$ cat src/rtl/paper_pkg.sv
// paper_pkg: shared state encoding, page size and burst request type for the fetch scheduler
package paper_pkg;
  localparam int PageBytes = 4096;
  typedef enum logic [1:0] {IDLE, WAIT_FRAME, ISSUE, DRAIN} state_e;
  typedef struct packed {
    logic [63:0] addr;
    logic [7:0]  len;
  } burst_req_t;
endpackage

$ cat src/rtl/paper_burst_calc.sv
// paper_burst_calc: beats in the next burst, clamped to MaxBurst, the line remainder and the 4 KiB page
module paper_burst_calc
  import paper_pkg::*;
#(
  parameter int BeatBytes = 8,
  parameter int MaxBurst  = 16
) (
  input  logic [11:0] page_off,
  input  logic [16:0] beats_left,
  output logic [8:0]  beats
);
  logic [12:0] page_beats;
  logic [8:0]  line_clamp;
  always_comb begin
    page_beats = (13'(PageBytes) - {1'b0, page_off}) >> $clog2(BeatBytes);
    line_clamp = beats_left < 17'(MaxBurst) ? beats_left[8:0] : 9'(MaxBurst);
    beats = page_beats < {4'b0, line_clamp} ? page_beats[8:0] : line_clamp;
  end
endmodule

$ cat src/rtl/paper_fetch_sched.sv
// paper_fetch_sched: turns a frame configuration into AXI4 AR bursts, gated by FIFO credit
// and an outstanding-burst limit, tracking returning R beats.
module paper_fetch_sched
  import paper_pkg::*;
#(
  parameter int AxiAddrWidth   = 64,
  parameter int AxiDataWidth   = 64,
  parameter int AxiIdWidth     = 4,
  parameter int AxiArId        = 1337,
  parameter int FifoDepth      = 256,
  parameter int MaxBurst       = 16,
  parameter int MaxOutstanding = 4
) (
  input  logic                          axi_clk_i,
  input  logic                          rst_ni,
  input  logic                          cfg_en_i,
  input  logic [AxiAddrWidth-1:0]       cfg_base_i,
  input  logic [31:0]                   cfg_stride_i,
  input  logic [15:0]                   cfg_line_beats_i,
  input  logic [15:0]                   cfg_lines_i,
  input  logic                          frame_start_i,
  input  logic [$clog2(FifoDepth):0]    fifo_fill_i,
  output logic                          ar_valid_o,
  input  logic                          ar_ready_i,
  output logic [AxiAddrWidth-1:0]       ar_addr_o,
  output logic [7:0]                    ar_len_o,
  output logic [AxiIdWidth-1:0]         ar_id_o,
  input  logic                          r_beat_i,
  input  logic                          r_last_i,
  output logic                          busy_o,
  output logic                          frame_done_o,
  output logic                          err_late_o
);
  localparam int CW    = $clog2(FifoDepth) + 2;
  localparam int OW    = $clog2(MaxOutstanding) + 1;
  localparam int Shift = $clog2(AxiDataWidth / 8);
  state_e state, state_d;
  logic [AxiAddrWidth-1:0] cur_addr, line_addr;
  logic [31:0] stride;
  logic [15:0] line_beats, lines, line, beat;
  logic [CW-1:0] inflight, inf_add;
  logic [OW-1:0] outstanding, out_add;
  burst_req_t req;
  logic [8:0] calc_beats, beats;
  logic [16:0] beat_n;
  logic hs, eol, last, credit;
  paper_burst_calc #(.BeatBytes(AxiDataWidth / 8), .MaxBurst(MaxBurst)) u_calc (
    .page_off  (cur_addr[11:0]),
    .beats_left({1'b0, line_beats} - {1'b0, beat}),
    .beats     (calc_beats)
  );
  assign ar_addr_o = req.addr[AxiAddrWidth-1:0];
  assign ar_len_o  = req.len;
  assign ar_id_o   = AxiIdWidth'(AxiArId);
  always_comb begin
    hs      = ar_valid_o && ar_ready_i;
    beats   = {1'b0, req.len} + 9'd1;
    beat_n  = {1'b0, beat} + {8'b0, beats};
    eol     = beat_n == {1'b0, line_beats};
    last    = eol && (line + 16'd1 == lines);
    credit  = (CW'(fifo_fill_i) + inflight + CW'(calc_beats) <= CW'(FifoDepth)) &&
              (outstanding < OW'(MaxOutstanding));
    inf_add = inflight + (hs ? CW'(beats) : CW'(0));
    out_add = outstanding + OW'(hs);
    state_d = state;
    unique case (state)
      IDLE:       state_d = cfg_en_i ? WAIT_FRAME : IDLE;
      WAIT_FRAME: state_d = !cfg_en_i ? IDLE : !frame_start_i ? WAIT_FRAME :
                            (cfg_lines_i == 16'd0 || cfg_line_beats_i == 16'd0) ? DRAIN : ISSUE;
      ISSUE:      state_d = ((hs && last) || (!cfg_en_i && (hs || !ar_valid_o))) ? DRAIN : ISSUE;
      DRAIN:      state_d = outstanding != '0 ? DRAIN : cfg_en_i ? WAIT_FRAME : IDLE;
      default:    state_d = IDLE;
    endcase
  end
  always_ff @(posedge axi_clk_i) begin
    if (!rst_ni) begin
      state        <= IDLE;
      ar_valid_o   <= 1'b0;
      req          <= '0;
      busy_o       <= 1'b0;
      frame_done_o <= 1'b0;
      err_late_o   <= 1'b0;
      cur_addr     <= '0;
      line_addr    <= '0;
      stride       <= '0;
      line_beats   <= '0;
      lines        <= '0;
      line         <= '0;
      beat         <= '0;
      inflight     <= '0;
      outstanding  <= '0;
    end else begin
      state        <= state_d;
      busy_o       <= state_d == ISSUE || state_d == DRAIN;
      frame_done_o <= state == DRAIN && outstanding == '0;
      err_late_o   <= frame_start_i && (state == ISSUE || state == DRAIN);
      // R returns after a reset can outnumber what is tracked, so both counters floor at 0
      inflight     <= (r_beat_i && inf_add != '0) ? inf_add - CW'(1) : inf_add;
      outstanding  <= (r_beat_i && r_last_i && out_add != '0) ? out_add - OW'(1) : out_add;
      if (state == WAIT_FRAME && cfg_en_i && frame_start_i) begin
        cur_addr   <= cfg_base_i;
        line_addr  <= cfg_base_i;
        stride     <= cfg_stride_i;
        line_beats <= cfg_line_beats_i;
        lines      <= cfg_lines_i;
        line       <= '0;
        beat       <= '0;
      end
      if (state == ISSUE && !ar_valid_o && cfg_en_i && credit) begin
        ar_valid_o <= 1'b1;
        req        <= '{addr: 64'(cur_addr), len: 8'(calc_beats - 9'd1)};
      end
      if (hs) begin
        ar_valid_o <= 1'b0;
        beat       <= eol ? 16'd0 : beat_n[15:0];
        line       <= eol ? line + 16'd1 : line;
        line_addr  <= eol ? line_addr + AxiAddrWidth'(stride) : line_addr;
        cur_addr   <= eol ? line_addr + AxiAddrWidth'(stride) : cur_addr + (AxiAddrWidth'(beats) << Shift);
      end
    end
  end
endmodule

$ cat config.mk
export PLATFORM = sky130hd
export DESIGN_NAME = paper_fetch_sched
export DESIGN_NICKNAME = d
export VERILOG_FILES = /design/src/rtl/paper_pkg.sv /design/src/rtl/paper_burst_calc.sv /design/src/rtl/paper_fetch_sched.sv
export SDC_FILE = /design/constraint.sdc
export NUM_CORES = 1
export LEC_CHECK = 0
export BUFFER_PORTS_ARGS = -buffer_cell sky130_fd_sc_hd__buf_2
export CORE_ASPECT_RATIO = 0.7
export CORE_MARGIN = 2
export CORE_UTILIZATION = 55
export DETAILED_ROUTE_END_ITERATION = 8
export PLACE_DENSITY = 0.72
export SLEW_MARGIN = 5
export SYNTH_ARGS = -nofsm -noshare
export SYNTH_HDL_FRONTEND = slang
export SYNTH_SLANG_ARGS = --single-unit
$ cat constraint.sdc
create_clock -name axi_clk_i -period 9.2 [get_ports axi_clk_i]
set_input_delay 0.92 -clock axi_clk_i [delete_from_list [all_inputs] [get_ports axi_clk_i]]
set_output_delay 0.92 -clock axi_clk_i [all_outputs]
set_load 0.03 [all_outputs]
==> qor.csv <==
metric,value,unit
crit path max fanout,19,
RSZ-0062 raised after global routing,no,
CP required,9590,ps
Unique masters post-synth,101,
Syn Std Cell Area,0.0205,mm2
"Seq/Total Area, Yosys",30.7,%
Final Skew,20.5,ps
Vias/cell,6.37,
FF-to-FF path depth,34,
worst slew pin tran,1170,ps
flop2flop setup slack,620,ps
placed cell count,3205,
worst hold path type,flop to flop,
WL per Instance,22.2,um
Via Count,20800,
root buf cell,clkbuf_16,
Die Height,166,um
first-pass GRT wire length,112000,um
core box area,0.0370,mm2
Worst-Skew Late Latency,540,ps
most frequent cells in the layout,"315 x dfxtp_1, 311 x nand2_1, 287 x nor2_1",
total CTS buffers,34,
CP arrival,8960,ps
DRT Wirelength,72700,um
Hold Fails Final Rpt,0,
Layout fillers,3328,
Flop pwr share,39.4,%
dominant cell type by area after synthesis,dfxtp_1,
Cells after Synth,2620,
Crit-path slowest cell,dfxtp_1,
Tmin final,8580,ps
clk sinks,315,
share of the synthesized area in the top cell type,30.7,%
CP peak stage delay,460,ps
crit path launch type,flop,
maximum vdd ir drop,0.159,mV
Clock power frac,36.5,%
DIE AREA,0.0389,mm2
#FFs+latches synth,315,
Non-Filler Instances,3268,
number of port buffers,219,
CTS tree,yes,
gr ovfl total,0,
Net Switching,0.00123,W
Hold Buf Count CTS,0,
number of remaining DRC errors,0,
GR peak layer,met1,
number of DRC markers in iteration 0,2393,
max cap viols,0,
status,completed,
top_reg_cell synth,dfxtp_1,
footprint of the multi-input gates,0.0134,mm2
Mean Syn Cell Area,7.83,um2
Die Wd,235,um
Ys Warns,0,
IO Count,224,
area delta synth->final,11.9,%
post-DP HPWL,53200,um
global placement routability congestion,0.955,
"Async S/R FF share, synth",0,%
Reg area,0.00631,mm2
GRT Total Usage,35.9,%
largest net degree at the start of global routing,82,
"commonest non-fill, non-tap cell in the layout",dfxtp_1,
Comb pwr share,24.1,%
sw frac,32.5,%
Setup crit end kind,flop,
vias in the first global route,19500,
highest clock rate,117,MHz
Rows,59,
Power per Cell Area,164,mW/mm2
share of cells above drive strength 1,13.3,%
met3 Track Usage GR,8.70,%
Hold Path Depth,2,
initial antenna violation count,2,
# nets final,3012,
GRT met2 Usage,51.1,%
Leak Pwr,9.62,nW
Slew Limit Fails,0,
Pint,0.00255,W
routing usage on met1,53.8,%
clock slew at reported path FFs,70,ps
H-tree levels,2,
fin crit share,93.2,%
DRT Pass-1 Iters,8,
Synth area leaders,"dfxtp_1 31%, ha_1 6.0%, nand2_1 5.7%, a21oi_1 5.5%, nor2_1 5.3%",
CP Class,flop to flop,
clock buffer depth,3,
Slew headroom,21.6,%
initial core utilization,55.5,%
setup TNS,0,ps
Post-synth EDFFs,0,
antenna-violating nets left,0,
final setup vio count,0,
[registers in the layout, indices dropped and copies added, names as in the netlist]
name / count
state: 2
frame_done_o: 1
line_addr: 64
beat: 16
inflight: 10
stride: 32
line_beats: 16
ar_valid_o: 1
outstanding: 3
err_late_o: 1
busy_o: 1
ar_len_o: 8
lines: 16
line: 16
cur_addr: 64
ar_addr_o: 64
[through the flow]
| step | utilization (%) | hold WS (ps) | area, um2 | power [W] | worst slack (ps) |
|---|---|---|---|---|---|
| after floorplan | - | 440 | 20500 | 0.00212 | 1450 |
| after global placement | 59.1 | 448 | 21800 | 0.00236 | 762 |
| after detailed placement | 59.1 | 453 | 21800 | 0.00237 | 490 |
| after CTS | 62.0 | 461 | 22900 | 0.00373 | 454 |
| after global routing | 62.1 | 476 | 23000 | 0.00393 | 77.7 |
| final | 62.1 | 462 | 23000 | 0.00377 | 624 |
[Yosys cell counts (6+ instances only)]
cell type / number
dfxtp_1: 315
nand2_1: 313
nor2_1: 288
a21oi_1: 227
o21ai_0: 131
clkbuf_1: 105
nand3_1: 103
ha_1: 99
xnor2_1: 99
mux2i_1: 69
inv_1: 66
xor2_1: 64
nor3_1: 50
and3_1: 48
a21o_1: 45
a31oi_1: 36
nand4_1: 32
a211oi_1: 31
o21a_1: 31
and2_1: 29
buf_2: 26
o22ai_1: 22
nor4_1: 18
o211ai_1: 18
o211a_1: 16
or3_1: 16
fa_1: 15
nor2b_1: 15
o221ai_1: 15
o21bai_1: 14
a22oi_1: 13
nand3b_1: 12
o21ai_1: 12
or2_2: 12
buf_4: 11
nand2b_1: 11
a311oi_1: 10
a31o_2: 10
and4_1: 10
buf_1: 9
a21boi_0: 8
a221o_1: 8
o31ai_1: 8
and4b_1: 6
nor3b_1: 6
[critical path: cells and delay by family, from the launching register on]
family	cells	cell delay, ps
fa+ha+maj	5	1620
xor+xnor	1	370
simple gates	8	1800
mux	2	560
compound gates	14	3100
buf+inv	4	530
flops	1	460
[path summary, 6_finish.rpt]
kind	end	startpoint
hold reg to reg	stride[19]$_SDFFE_PN0P_	stride[19]$_SDFFE_PN0P_
setup / recovery	ar_addr_o[32]$_SDFFE_PN0P_	beat[10]$_SDFFE_PN0P_
setup reg to reg	ar_addr_o[32]$_SDFFE_PN0P_	beat[10]$_SDFFE_PN0P_
hold / removal	stride[19]$_SDFFE_PN0P_	stride[19]$_SDFFE_PN0P_
[final cells by class]
type | count | share of cell area [%]
inverter | 68 | 1.13
timing repair buffer | 246 | 5.76
clock buffer | 49 | 4.26
antenna | 1 | 0.0109
multi-input combinational | 2089 | 58.3
clock inverter | 12 | 0.458
sequential | 315 | 27.5
tap | 488 | 2.66
[cell families after synthesis]
kind of cell    count (synthesis)  share of synthesized area (%)
simple gates                 1002                           23.2
compound gates                723                           22.9
flops                         315                           30.7
buf+inv                       223                           4.58
xor+xnor                      168                           7.47
fa+ha+maj                     114                           7.50
mux                            73                           3.58
other cells                     2                         0.0366
[power groups by stage]
stage | Combinational, W | Sequential (W) | Clock (W)
detailed placement | 0.000860 | 0.00151 | 0
finish | 0.000909 | 0.00149 | 0.00138
CTS | 0.000866 | 0.00148 | 0.00138
global route | 0.000999 | 0.00149 | 0.00144
global placement | 0.000848 | 0.00151 | 0
floorplan | 0.000626 | 0.00149 | 0
[layer usage]
| metal | vias up | part of all wire, % |
|---|---|---|
| met4 | 0 | 2.6 |
| met2 | 1136 | 40 |
| met1 | 9858 | 45 |
| met5 | - | 0 |
| met3 | 136 | 12 |
| li1 | 9682 | - |
[timing repair]
action / CTS / global route
endpoints found under the setup margin: 0 / 26
setup buffers: 0 / 0
gates resized for setup: 0 / 3
No activity file was read; power rests on OpenSTA's default activity.
